### src/rtl/vc_rx_buffer.sv
// vc_rx_buffer: receive side of a router-to-router link, one per input port.
// Incoming flits land in per-VC circular FIFOs; per-VC on/off flow control,
// allocatable and empty status are returned as registered outputs, and the
// head flit of the selected VC is shown combinationally.
// Optional build macro: VC_RX_PROTOCOL_CHECK_EN enables packet-framing error
// detection into err_o plus simulation assertions on overflow/framing errors.

package noc_pkg;
    localparam int VC_NUM    = 2;
    localparam int VC_ID_W   = (VC_NUM > 1) ? $clog2(VC_NUM) : 1;
    localparam int PAYLOAD_W = 16;

    typedef enum logic [1:0] {
        HEAD     = 2'd0,
        BODY     = 2'd1,
        TAIL     = 2'd2,
        HEADTAIL = 2'd3
    } flit_label_t;

    typedef struct packed {
        flit_label_t          flit_label;
        logic [VC_ID_W-1:0]   vc_id;
        logic [PAYLOAD_W-1:0] payload;
    } flit_t;
endpackage

module vc_rx_buffer #(
    parameter int VC_NUM      = noc_pkg::VC_NUM,
    parameter int BUFFER_SIZE = 8,
    parameter int OFF_MARGIN  = 2
) (
    input  logic                                      clk,
    input  logic                                      rst,
    input  noc_pkg::flit_t                            data_i,
    input  logic                                      is_valid_i,
    output logic [VC_NUM-1:0]                         is_on_off_o,
    output logic [VC_NUM-1:0]                         is_allocatable_o,
    input  logic [((VC_NUM > 1) ? $clog2(VC_NUM) : 1)-1:0] rd_vc_i,
    input  logic                                      rd_en_i,
    output noc_pkg::flit_t                            head_flit_o,
    output logic [VC_NUM-1:0]                         vc_empty_o,
    output logic [VC_NUM-1:0]                         err_o
);
    import noc_pkg::*;

    localparam int PTR_W = $clog2(BUFFER_SIZE);
    localparam int CNT_W = $clog2(BUFFER_SIZE + 1);

    typedef enum logic {ST_IDLE, ST_ACTIVE} vc_state_e;

    flit_t              mem_q    [VC_NUM][BUFFER_SIZE];
    logic [PTR_W-1:0]   rd_ptr_q [VC_NUM];
    logic [PTR_W-1:0]   rd_ptr_d [VC_NUM];
    logic [PTR_W-1:0]   wr_ptr_q [VC_NUM];
    logic [PTR_W-1:0]   wr_ptr_d [VC_NUM];
    logic [CNT_W-1:0]   cnt_q    [VC_NUM];
    logic [CNT_W-1:0]   cnt_d    [VC_NUM];
    vc_state_e          st_q     [VC_NUM];
    vc_state_e          st_d     [VC_NUM];

    logic [VC_NUM-1:0]  wr_acc;
    logic [VC_NUM-1:0]  rd_do;
    logic [VC_NUM-1:0]  ovf;
    logic [VC_NUM-1:0]  proto_err;
    logic [VC_NUM-1:0]  err_d;
    logic [VC_NUM-1:0]  on_off_q;
    logic [VC_NUM-1:0]  alloc_q;
    logic [VC_NUM-1:0]  empty_q;
    logic [VC_NUM-1:0]  err_q;

    // Pointer advance with explicit wrap so non-power-of-2 depths work.
    function automatic logic [PTR_W-1:0] ptr_inc(input logic [PTR_W-1:0] p);
        if (p == PTR_W'(BUFFER_SIZE - 1)) return '0;
        return p + 1'b1;
    endfunction

    // Per-VC accept/pop decisions, next pointers, counts, states and errors.
    always_comb begin
        wr_acc    = '0;
        rd_do     = '0;
        ovf       = '0;
        proto_err = '0;
        for (int v = 0; v < VC_NUM; v++) begin
            logic wr_hit;
            wr_hit   = is_valid_i && (int'(data_i.vc_id) == v);
            rd_do[v] = rd_en_i && (int'(rd_vc_i) == v) && (cnt_q[v] != '0);
            // A full VC still takes a flit when its head leaves this cycle.
            wr_acc[v] = wr_hit && ((cnt_q[v] < CNT_W'(BUFFER_SIZE)) || rd_do[v]);
            ovf[v]    = wr_hit && !wr_acc[v];

            cnt_d[v]    = cnt_q[v] + CNT_W'(wr_acc[v]) - CNT_W'(rd_do[v]);
            wr_ptr_d[v] = wr_acc[v] ? ptr_inc(wr_ptr_q[v]) : wr_ptr_q[v];
            rd_ptr_d[v] = rd_do[v]  ? ptr_inc(rd_ptr_q[v]) : rd_ptr_q[v];

            st_d[v] = st_q[v];
            if (wr_acc[v]) begin
`ifdef VC_RX_PROTOCOL_CHECK_EN
                // Misframed flits are stored but never move the state.
                if (st_q[v] == ST_IDLE) begin
                    if (data_i.flit_label == HEAD) st_d[v] = ST_ACTIVE;
                    else if (data_i.flit_label != HEADTAIL) proto_err[v] = 1'b1;
                end else begin
                    if (data_i.flit_label == TAIL) st_d[v] = ST_IDLE;
                    else if (data_i.flit_label != BODY) proto_err[v] = 1'b1;
                end
`else
                case (data_i.flit_label)
                    HEAD:           st_d[v] = ST_ACTIVE;
                    TAIL, HEADTAIL: st_d[v] = ST_IDLE;
                    default:        st_d[v] = st_q[v];
                endcase
`endif
            end
        end
        err_d = err_q | ovf | proto_err;
    end

    // Control state and registered status outputs, taken from post-update values.
    always_ff @(posedge clk) begin
        if (rst) begin
            for (int v = 0; v < VC_NUM; v++) begin
                rd_ptr_q[v] <= '0;
                wr_ptr_q[v] <= '0;
                cnt_q[v]    <= '0;
                st_q[v]     <= ST_IDLE;
            end
            on_off_q <= '1;
            alloc_q  <= '1;
            empty_q  <= '1;
            err_q    <= '0;
        end else begin
            for (int v = 0; v < VC_NUM; v++) begin
                rd_ptr_q[v] <= rd_ptr_d[v];
                wr_ptr_q[v] <= wr_ptr_d[v];
                cnt_q[v]    <= cnt_d[v];
                st_q[v]     <= st_d[v];
                on_off_q[v] <= (cnt_d[v] < CNT_W'(BUFFER_SIZE - OFF_MARGIN));
                alloc_q[v]  <= (st_d[v] == ST_IDLE) && (cnt_d[v] == '0);
                empty_q[v]  <= (cnt_d[v] == '0);
            end
            err_q <= err_d;
        end
    end

    // Flit storage; not reset, since reset clears the pointers and counts.
    always_ff @(posedge clk) begin
        for (int v = 0; v < VC_NUM; v++) begin
            if (wr_acc[v]) mem_q[v][wr_ptr_q[v]] <= data_i;
        end
    end

`ifdef VC_RX_PROTOCOL_CHECK_EN
    // Flag dropped flits and misframed packets during simulation.
    always @(posedge clk) begin
        if (!rst) begin
            assert (ovf == '0) else $warning("vc_rx_buffer: overflow on VCs %b", ovf);
            assert (proto_err == '0) else $warning("vc_rx_buffer: framing error on VCs %b", proto_err);
        end
    end
`endif

    assign head_flit_o      = mem_q[rd_vc_i][rd_ptr_q[rd_vc_i]];
    assign is_on_off_o      = on_off_q;
    assign is_allocatable_o = alloc_q;
    assign vc_empty_o       = empty_q;
    assign err_o            = err_q;

endmodule

### config.mk
export PLATFORM = sky130hd
export DESIGN_NAME = vc_rx_buffer
export DESIGN_NICKNAME = d
export VERILOG_FILES = /design/src/rtl/vc_rx_buffer.sv
export SDC_FILE = /design/constraint.sdc
export NUM_CORES = 1
export LEC_CHECK = 0
export BUFFER_PORTS_ARGS = -buffer_cell sky130_fd_sc_hd__buf_2
export CAP_MARGIN = 15
export CORE_UTILIZATION = 35
export DETAILED_ROUTE_END_ITERATION = 8
export GPL_ROUTABILITY_DRIVEN = 0
export PLACE_DENSITY = 0.6
export SLEW_MARGIN = 20
export SYNTH_ARGS = -nofsm -noshare
export SYNTH_HDL_FRONTEND = slang
export SYNTH_SLANG_ARGS = --single-unit
### constraint.sdc
create_clock -name clk -period 4.5 [get_ports clk]
set_input_delay 0 -clock clk [delete_from_list [all_inputs] [get_ports clk]]
set_output_delay 0 -clock clk [all_outputs]
set_load 0.01 [all_outputs]
==> results of run 1 <==
[how the worst max path moves through the flow]
| stage | startpoint | endpoint | cells after the start | slack (ps) |
|---|---|---|---|---|
| final | rd_ptr_q[1][2] | head_flit_o[16] | 6 | 1190 |
| after global routing | rd_ptr_q[1][2] | head_flit_o[16] | 6 | 970 |
| after detailed placement | rd_vc_i | is_allocatable_o[1] | 12 | 1420 |
| after global placement | rd_vc_i | is_allocatable_o[1] | 12 | 1520 |
| after floorplan | cnt_q[0][7] | mem_q[1][133] | 6 | 1050 |
| after CTS | rd_ptr_q[1][2] | head_flit_o[0] | 6 | 1160 |
[power groups by stage]
stage / combinational (uW) / clock [uW] / sequential, uW
after detailed placement: 982 / 0 / 3650
after floorplan: 664 / 0 / 3630
after CTS: 1000 / 2700 / 3590
final: 999 / 2650 / 3590
after global placement: 973 / 0 / 3650
after global routing: 1110 / 2810 / 3600
[per-stage QoR]
| step | setup slack [ps] | std cells | instance area (um2) | power [uW] |
|---|---|---|---|---|
| floorplan | 1048 | 815 | 13340 | 4291 |
| global placement | 1520 | 1358 | 14270 | 4623 |
| detailed placement | 1424 | 1358 | 14270 | 4632 |
| CTS | 1155 | 1440 | 15540 | 7295 |
| global route | 968.3 | 1440 | 15540 | 7511 |
| finish | 1187 | 1440 | 15540 | 7234 |
[cell families after synthesis]
kind of cell             Yosys count  synth area share
adder cells (fa/ha/maj)           20           0.01989
AND/OR/NAND/NOR                  172           0.05910
multiplexers                      99           0.09240
buffers and inverters             64           0.02448
flip-flops                       334            0.7295
XOR/XNOR                           4          0.002626
AO/OA/AOI/OAI                    122           0.07204
[cell type report]
type / count / area (um2)
inverter: 17 / 63.81
sequential: 334 / 9732
fill: 3330 / 22030
tap: 511 / 639.4
timing repair buffer: 101 / 700.7
clock buffer: 48 / 992.2
clock inverter: 12 / 58.81
multi-input combinational: 417 / 3357
[layer usage]
layer	track usage	part of all wire	vias up
met1	0.2383	0.46	3813
met3	0.02202	0.052	45
met5	0	0	-
met4	0.04479	0.020	0
li1	-	-	3402
met2	0.2568	0.47	245
[timing repair]
action,4_1_cts,5_1_grt
hold buffers,22,0
hold endpoints to repair,325,0
gates resized for setup,0,0
[cells in the mapped netlist (3+ instances only)]
cell type  number  area, um2
nand2_1        93      349.1
mux2i_1        50      500.5
mux4_2         15      337.8
buf_6           7      78.83
buf_4           3      22.52
a21o_1          4      30.03
and2_1          6      37.54
nor3_1          8      40.04
mux2_2         33      371.6
ha_1           18      225.2
nor2b_1         6      37.54
o221ai_1       32      280.3
o21ai_0        12      60.06
nand3_1        21      105.1
dfxtp_1        30      600.6
buf_2          18      90.09
a41o_1         16      160.2
clkbuf_1       18      67.56
a21oi_1        16      80.08
edfxtp_1      304       9129
a221oi_1       16      140.1
xnor2_1         4      35.03
nor2_1         19      71.32
a32oi_1        16      140.1
inv_1          17      63.81
nand2b_1        5      31.28
[sequential cells by signal (all words and copies together), names as in the netlist]
signal / count
cnt_q: 8
err_o: 2
is_allocatable_o: 2
is_on_off_o: 2
mem_q: 304
rd_ptr_q: 6
st_q: 2
vc_empty_o: 2
wr_ptr_q: 6
[worst min-delay path, cell delays in order]
cell and delay (ps):
buf_2 380, nand2_2 260, nor2_1 100, nand2_1 70, a21oi_1 50
==> flow_summary.ini, run 1 <==
[outcome]
status = complete, no violations

[power]
power.internal_uw = 5473
power_density_nw_per_um2 = 465.4
power_frac_seq = 0.496
swShare = 0.2435
power_leakage_uw = 0.005066
p_clk_frac = 0.366
p_sw_uw = 1762
ir_worst_vdd_v = 0.0003391
combPwrFrac = 0.138

[die]
coreArea_um2 = 37580
initial_core_util = 0.3549
io_pins = 51
fp.dieArea_um2 = 38890
die-width_um = 197.2
std_cell_rows = 71
fp.dieH_um = 197.2

[clock_tree]
cts_tree = yes
htreeDepth = 2
clk_pin_slew_ps = 50
cts.sinks = 334
worstSkewPairLatency_ps = 510
post_cts_buffers = 0
cts_buffers = 35
cts-root-buf = clkbuf_16
cts.path.max_buffers = 3

[final_layout]
nNetsFinal = 950
mostFrequentLayoutCell = edfxtp_1
final_cell_mix = edfxtp_1, nand2_1, mux2i_1, buf_2, clkbuf_16
antenna_cells = 0
area_delta_synth_final_pct = 16.54
drive_above_1_share = 0.2088
final_core_util = 0.4136

[detailed_routing]
routedWlPerCell_um = 21.78
dr_total_vias = 7505
vias_per_cell = 5.212
totalWireLength_um = 31370
drcViolationCount = 0
antenna_left = 0
dr.pass1.iters = 5
drtIter0Drc = 605

[sta]
finalMaxSlewViolations = 0
period_minus_slack_ps = 3313
fin_setup_tns_ps = 0
rsz0062_at_grt = no
max_freq_mhz = 301.9
hold_viol = 0
fin_crit_sh = 0.7361
worst_clock_skew_ps = 13.90
slew_headroom = 0.3626
setup_viol = 0
holdWs_ps = 419.5
worstMarginPinSlew_ps = 956.1

[hold_path]
hold-path-cell-count = 5
hold_start = rd_vc_i
hold_class = primary input to flop
hold-path-endpoint = rd_ptr_q[1][0]

[worst_setup_path]
crit_required_ps = 4500
worstReg2RegStart = cnt_q[0][6]
r2r_end = is_allocatable_o[1]
critPathSlowestCell = mux2_2
max_stage_delay_ps = 760
critPathLaunchType = flop
critPathKind = flop to output port
cp-end-kind = output port
path_cells = mux2_2 > buf_4 > o221ai_1 > a221oi_1 > a41o_1 > buf_2
critPathTopFamily = multiplexers
critPathArrivalTime_ps = 3310
cp_max_fo = 27
regToRegSetupSlack_ps = 1400
r2r_cells = 13
cp_num_buf_inv = 2

[yosys]
synth_cell_types = 43
avgSynthCellArea_um2 = 16.37
netlist_area_um2 = 13340
synth_edf_count = 304
syn_nets = 859
synth_ff_type = edfxtp_1
synth_seq_area_share = 0.7295
ys_warn_count = 0
async_flop_share = 0
synth-seq-cells = 334
synth_cells = 815

[global_route]
grt_start_max_net_pins = 39
antenna_found_initial = 0
grt_pass1_vias = 7348
grt-ovfl-total = 0
gr-usage-all-layers = 0.1637
grt_pass1_wl_um = 46750

[place]
port_buffers = 50
dp_hpwl_um = 17720

[run]
cap_violations = 0
(Power assumes the default switching activity.)
==> run 2, diff against run 1 <==
- clock period: 4.5 -> 3.4 ns (I/O delays scaled with it)
==> flow_summary.ini, run 2 (synthesis results as in run 1) <==
[die]
initial_core_util = 0.3549
fp.dieArea_um2 = 38890
coreArea_um2 = 37580
io_pins = 51
fp.dieH_um = 197.2
die-width_um = 197.2
std_cell_rows = 71

[worst_setup_path]
cp_max_fo = 30
crit_required_ps = 3400
critPathLaunchType = flop
r2r_end = is_allocatable_o[1]
regToRegSetupSlack_ps = 410
critPathLaunch = rd_ptr_q[0][2]
crit_cells = 7
endpoint = head_flit_o[17]
max_stage_delay_ps = 540
critPathSlowestCell = a221oi_1
worstReg2RegStart = cnt_q[0][6]
critPathTopFamily = compound AO/OA/AOI/OAI gates
cp_num_buf_inv = 3
path_cells = buf_4 > mux2i_4 > buf_12 > o221ai_1 > a221oi_1 > a41o_1 > buf_2
critPathArrivalTime_ps = 3050
cp-end-kind = output port
r2r_cells = 13
critPathKind = flop to output port

[run]
cap_violations = 0

[global_route]
grt_start_max_net_pins = 33
grt_pass1_wl_um = 47840
antenna_found_initial = 0
grt_pass1_vias = 7668
gr-usage-all-layers = 0.1659
grt-ovfl-total = 0

[detailed_routing]
antenna_left = 0
drtIter0Drc = 522
dr_total_vias = 7511
drcViolationCount = 0
vias_per_cell = 5.152
routedWlPerCell_um = 21.62
totalWireLength_um = 31520
dr.pass1.iters = 4

[power]
power_frac_seq = 0.488
power_leakage_uw = 0.005159
combPwrFrac = 0.140
swShare = 0.2465
power_density_nw_per_um2 = 617.2
ir_worst_vdd_v = 0.0004648
power.internal_uw = 7309
p_total_uw = 9700
p_sw_uw = 2391
p_clk_frac = 0.372

[final_layout]
largest_reg_flops = 304
mostFrequentLayoutCell = edfxtp_1
nNetsFinal = 966
area_delta_synth_final_pct = 17.82
antenna_cells = 0
final_cell_mix = edfxtp_1, nand2_1, mux2i_1, buf_2, buf_4
drive_above_1_share = 0.2249

[clock_tree]
post_cts_buffers = 0
cts_tree = yes
cts-root-buf = clkbuf_16
worstSkewPairLatency_ps = 520
htreeDepth = 2
cts.path.max_buffers = 3
cts_buffers = 36
cts.sinks = 334
clk_pin_slew_ps = 60

[sta]
holdWs_ps = 59.09
worst_clock_skew_ps = 16.63
period_minus_slack_ps = 3048
finalMaxSlewViolations = 0
rsz0062_at_grt = no
fin_setup_tns_ps = 0
hold_viol = 0
max_freq_mhz = 328.0
setup_viol = 0
slew_headroom = 0.2967
fin_crit_sh = 0.8966
worstMarginPinSlew_ps = 1050

[hold_path]
hold_class = primary input to flop
hold-path-cell-count = 4

[place]
port_buffers = 50
dp_hpwl_um = 18790

[outcome]
status = complete, no violations
## run 2: how the worst min path moves through the flow
stage                     endpoint       start
floorplan              mem_q[0][0]   data_i[0]
global placement      mem_q[0][29]  data_i[10]
detailed placement    mem_q[0][57]   data_i[0]
CTS                 rd_ptr_q[1][1]     rd_vc_i
global route        rd_ptr_q[1][1]     rd_vc_i
finish              rd_ptr_q[1][1]     rd_vc_i
## run 2: routing by layer
layer | vias to the layer above | global-route usage | part of all wire
met1 | 3838 | 0.2324 | 0.46
met2 | 195 | 0.2692 | 0.48
met4 | 0 | 0.03273 | 0.013
met5 | - | 0 | 0
met3 | 37 | 0.03142 | 0.050
li1 | 3441 | - | -
## run 2: stage by stage
stage	cells	setup slack (ps)	instance area, um2	util
2_1_floorplan	815	426.4	13350	-
3_3_place_gp	1373	557.7	14410	0.3835
3_5_place_dp	1373	372.5	14410	0.3835
4_1_cts	1458	294.2	15710	0.4181
5_1_grt	1458	105.2	15720	0.4182
6_report	1458	351.6	15720	0.4182
## run 2: final cells by class
cell class              instances  area, um2
clock inverters                14      108.9
well taps                     511      639.4
flip-flops and latches        334       9732
multi-input cells             417       3374
inverters                      17      63.81
repair buffers                116      825.8
clock buffers                  49      970.9
fillers                      3363      21860
## run 2: what timing repair did
item	4_1_cts	5_1_grt
gates resized for setup	0	1
endpoints found under the hold margin	319	0
setup endpoints to repair	0	1
hold buffers	22	0
## run 2: power groups by stage
stage | Combinational [uW] | Clock [uW] | Sequential (uW)
3_5_place_dp | 1350 | 0 | 4820
3_3_place_gp | 1300 | 0 | 4820
2_1_floorplan | 881 | 0 | 4800
6_report | 1360 | 3610 | 4730
4_1_cts | 1380 | 3670 | 4730
5_1_grt | 1510 | 3830 | 4750
## run 2: tightest hold or removal path: stages
cell and delay, ps:
buf_2 170, nand2_2 140, o21ai_0 100, a21oi_1 130
